File: config.mk
export PLATFORM = sky130hd
export DESIGN_NAME = mod_counter_n
export DESIGN_NICKNAME = d
export VERILOG_FILES = /design/src/rtl/clock_pkg.sv /design/src/rtl/bcd2_step.sv /design/src/rtl/mod_counter_n.sv
export SDC_FILE = /design/constraint.sdc
export NUM_CORES = 1
export LEC_CHECK = 0
export BUFFER_PORTS_ARGS = -buffer_cell sky130_fd_sc_hd__buf_2
export CORE_UTILIZATION = 43
export DETAILED_ROUTE_END_ITERATION = 12
export PLACE_DENSITY = 0.66
export SLEW_MARGIN = 5
export SYNTH_ARGS = -nofsm -noshare
export SYNTH_HDL_FRONTEND = slang
export SYNTH_HIERARCHICAL = 1
export SYNTH_SLANG_ARGS = --single-unit
File: constraint.sdc
create_clock -name CP -period 5.5 [get_ports CP]
set_clock_uncertainty 0.15 [all_clocks]
set_input_delay 0.275 -clock CP [delete_from_list [all_inputs] [get_ports CP]]
set_output_delay 0.275 -clock CP [all_outputs]
set_load 0.05 [all_outputs]
File: src/rtl/clock_pkg.sv
// Constants shared by the time-of-day counter chain.
// One modulus per time field, plus the BCD digit ceiling and a BCD-to-binary helper.
package clock_pkg;

    localparam int unsigned MOD_SEC  = 60;
    localparam int unsigned MOD_MIN  = 60;
    localparam int unsigned MOD_HOUR = 24;

    localparam logic [3:0] BCD_DIGIT_MAX = 4'd9;

    // Returns the numeric value of a two-digit BCD byte. Digits above 9 are not rejected here.
    function automatic int unsigned bcd_value(input logic [7:0] b);
        return 32'(b[7:4]) * 32'd10 + 32'(b[3:0]);
    endfunction

endpackage

File: src/rtl/bcd2_step.sv
// Computes the next value of a two-digit BCD counter, stepping one count up or down.
// Also flags when the counter is at its terminal value for the current direction.
module bcd2_step
    import clock_pkg::*;
#(
    parameter int unsigned MODULUS = 60
) (
    input  logic [7:0] q,
    input  logic       up,
    output logic [7:0] q_next,
    output logic       term
);

    localparam logic [3:0] TOP_T = 4'((MODULUS - 1) / 10);
    localparam logic [3:0] TOP_O = 4'((MODULUS - 1) % 10);

    logic [3:0] tens;
    logic [3:0] ones;
    logic       at_top;
    logic       at_zero;

    assign tens    = q[7:4];
    assign ones    = q[3:0];
    assign at_top  = (q == {TOP_T, TOP_O});
    assign at_zero = (q == 8'h00);
    assign term    = up ? at_top : at_zero;

    // Digit carry and borrow assume the input value is valid.
    // The register in the parent module guarantees that.
    always_comb begin
        q_next = q;
        if (up) begin
            if (at_top)
                q_next = 8'h00;
            else if (ones == BCD_DIGIT_MAX)
                q_next = {tens + 4'd1, 4'd0};
            else
                q_next = {tens, ones + 4'd1};
        end else begin
            if (at_zero)
                q_next = {TOP_T, TOP_O};
            else if (ones == 4'd0)
                q_next = {tens - 4'd1, BCD_DIGIT_MAX};
            else
                q_next = {tens, ones - 4'd1};
        end
    end

endmodule

File: src/rtl/mod_counter_n.sv
// Modulo-N up/down counter with binary or two-digit BCD output.
// Supports a checked parallel load and a combinational cascade carry.
module mod_counter_n
    import clock_pkg::*;
#(
    parameter int unsigned WIDTH   = 8,
    parameter int unsigned MODULUS = 60,
    parameter bit          BCD     = 1'b1
) (
    input  logic             CP,
    input  logic             reset,
    input  logic             EN,
    input  logic             UP,
    input  logic             LD,
    input  logic [WIDTH-1:0] D,
    output logic [WIDTH-1:0] Q,
    output logic             CO,
    output logic             LD_ERR
);

    logic [WIDTH-1:0] step_q;
    logic             term;
    logic             d_ok;

    generate
        if (BCD) begin : g_bcd
            bcd2_step #(.MODULUS(MODULUS)) u_step (
                .q      (Q[7:0]),
                .up     (UP),
                .q_next (step_q[7:0]),
                .term   (term)
            );

            assign d_ok = (D[7:4] <= BCD_DIGIT_MAX) && (D[3:0] <= BCD_DIGIT_MAX) &&
                          (bcd_value(D[7:0]) < MODULUS);
        end else begin : g_bin
            localparam logic [WIDTH-1:0] QMAX = WIDTH'(MODULUS - 1);

            assign term   = UP ? (Q == QMAX) : (Q == '0);
            assign step_q = UP ? (term ? '0 : Q + 1'b1)
                               : (term ? QMAX : Q - 1'b1);
            assign d_ok   = (32'(D) < MODULUS);
        end
    endgenerate

    // Asserted on the cycle before the wrap edge, so the next stage advances on that same edge.
    assign CO = EN & ~LD & term;

    always_ff @(posedge CP or posedge reset) begin
        if (reset) begin
            Q      <= '0;
            LD_ERR <= 1'b0;
        end else if (LD) begin
            Q      <= d_ok ? D : '0;
            LD_ERR <= ~d_ok;
        end else begin
            LD_ERR <= 1'b0;
            if (EN)
                Q <= step_q;
        end
    end

endmodule
==> impl_metrics.env <==
export IMPL_syn_area_per_cell_sq_um=8.99
export IMPL_fin_nets=189
export IMPL_drv_cap=0
export IMPL_endpoint_kind="register"
export IMPL_overflow=0
export IMPL_viasPerCell=5.95
export IMPL_power_uw=348
export IMPL_die_area_sq_um=3150
export IMPL_multiInputGateArea_sq_um=941
export IMPL_final_common_cell="buf_2"
export IMPL_routed_wl_mm=2.74
export IMPL_cp_max_fo=9
export IMPL_synthCells=140
export IMPL_cts_clk_slew_worst_paths_ps=60
export IMPL_fin_crit_sh=0.488
export IMPL_dp_cells=185
export IMPL_p_switching_uw=168
export IMPL_antenna_cells=0
export IMPL_cts_buffers=3
export IMPL_die_h_microns=56.1
export IMPL_post_synth_top_area_fraction=0.179
export IMPL_antenna_found_initial=0
export IMPL_max_freq_ghz=0.373
export IMPL_rsz0062_at_grt="no"
export IMPL_arrival_ps=2680
export IMPL_ys_warn_count=6
export IMPL_clock_power_share=0.136
export IMPL_gp_congestion=0.822
export IMPL_clock_sinks=9
export IMPL_synthesis_nets=169
export IMPL_register_area_sq_um=225
export IMPL_hpwl_mm=2.21
export IMPL_start_util=0.456
export IMPL_tightest_slew_ps=585
export IMPL_powerDensity_nw_per_um2=251
export IMPL_slew_headroom=0.610
export IMPL_path_class="in -> reg"
export IMPL_drtIter0Drc=54
export IMPL_synth_area_leader_cell="dfrtp_1"
export IMPL_setup_viol=0
export IMPL_die_width_microns=56.1
export IMPL_cts_max_path_buffers=2
export IMPL_nFillCells=283
export IMPL_swShare=0.483
export IMPL_p_leak_uw=0.000636
export IMPL_cts_root_buf="clkbuf_4"
export IMPL_worstHoldPathType="in -> reg"
export IMPL_synth_ff_type="dfrtp_1"
export IMPL_core_sq_um=2760
export IMPL_start_kind="primary input"
export IMPL_syn2layout_area_growth_pct=10.3
export IMPL_drive_gt1_frac=0.264
export IMPL_grt_first_pass_wirelength_mm=4.92
export IMPL_yosysUniqueCellTypes=45
export IMPL_status="finished, final reports clean"
export IMPL_post_drt_wl_per_cell_microns=14.4
export IMPL_portBuffers=22
export IMPL_stdcell_count=190
export IMPL_rows=19
export IMPL_vias=1130
export IMPL_cts_resized=0
export IMPL_ant_nets=0
export IMPL_clock_latency_ps=240
export IMPL_drt_pass1_iter_count=4
export IMPL_cts_htree_levels=1
export IMPL_grt_max_degree=19
export IMPL_final_util=0.504
export IMPL_cts_tree="yes"
export IMPL_remaining_drc_errors=0
export IMPL_p_seq_frac=0.279
export IMPL_setup_tns_ps=0
export IMPL_vdd_drop_max_uv=168
export IMPL_hold_viol_final=0
export IMPL_pwr_share_comb=0.585
export IMPL_drv_slew=0
export IMPL_synth_seq_cells=9
export IMPL_grt_pass1_vias=1121
export IMPL_p_int_uw=180
export IMPL_yosys_top_cells_area="dfrtp_1 (18%), ha_1 (14%), o32ai_2 (10%)"
export IMPL_synth_edff_count=0
export IMPL_grt_usage=0.192
export IMPL_finalCriticalPeriod_ps=2680
export IMPL_required_ps=5500
export IMPL_layout_common_cells="buf_2 (22), nand2_1 (17), ha_1 (14)"
export IMPL_ys_seq_area_frac=0.179
export IMPL_synthesis_area_sq_um=1260
export IMPL_ios=23
export IMPL_synthArstFlopShare=1.00
[state kept, by name (all words and copies together), names as in the netlist]
| name | flops |
|---|---|
| Q | 8 |
| LD_ERR | 1 |
[routing by layer]
layer / up-vias / wire [microns] / GRT usage
met4: 0 / 63 / 0.0767
met3: 6 / 58 / 0.0233
li1: 566 / - / -
met5: - / 0 / 0
met2: 21 / 1330 / 0.327
met1: 537 / 1280 / 0.247
[worst paths after layout]
kind                        from   end  slack (ps)  cells after the start
setup / recovery            D[5]  Q[0]        2820                      8
hold / removal              D[0]  Q[0]         160                      3
setup reg to reg            Q[0]  Q[6]        3130                      8
hold reg to reg             Q[1]  Q[1]         560                      2
max in group asynchronous  reset  Q[2]        4570                      3
min in group asynchronous  reset  Q[0]         380                      3
[power by group through the flow]
stage               Combinational [uW]  Clock (uW)  Sequential [uW]
floorplan                          137           0              127
global placement                   196           0             97.4
detailed placement                 203           0             98.5
CTS                                205        48.6             97.2
global route                       225        53.9              100
finish                             204        47.5             97.2
[logic make-up after synthesis]
family | after synthesis | share of synthesized area
simple gates | 46 | 0.214
fa+ha+maj | 16 | 0.171
xor+xnor | 3 | 0.0209
buf+inv | 18 | 0.0736
mux | 8 | 0.0636
flops | 9 | 0.179
compound gates | 40 | 0.278
[final cells by class]
type	instances	area share
clock buffer	4	0.0189
inverter	10	0.0270
timing repair buffer	23	0.0865
sequential	9	0.162
tap	31	0.0279
multi-input combinational	113	0.677
[stage by stage]
stage | cell area, sq um | hold WS, ps | setup slack, ps
3_5_place_dp | 1350 | 93.1 | 2560
3_3_place_gp | 1350 | 82.8 | 2660
2_1_floorplan | 1260 | -47.1 | 2830
4_1_cts | 1390 | 162 | 2800
5_1_grt | 1390 | 165 | 2690
6_report | 1390 | 158 | 2820
[synthesized netlist by cell type (4+ instances only)]
| library cell | number |
|---|---|
| o21ai_0 | 7 |
| nand3_1 | 5 |
| ha_1 | 14 |
| o32ai_2 | 8 |
| mux2i_1 | 8 |
| dfrtp_1 | 9 |
| a211oi_1 | 4 |
| nor2_1 | 4 |
| inv_1 | 9 |
| a21oi_1 | 7 |
| nand2_1 | 17 |
[timing repair]
action,4_1_cts,5_1_grt
endpoints found under the hold margin,9,0
setup buffers,0,0
hold buffers,1,0
[critical path, stage by stage]
cell	delay, ps
buf_2	130
ha_1	320
ha_1	210
fa_1	510
nand2_1	70
a2111o_1	390
a211o_1	470
o32ai_2	310
(Power assumes the default switching activity.)
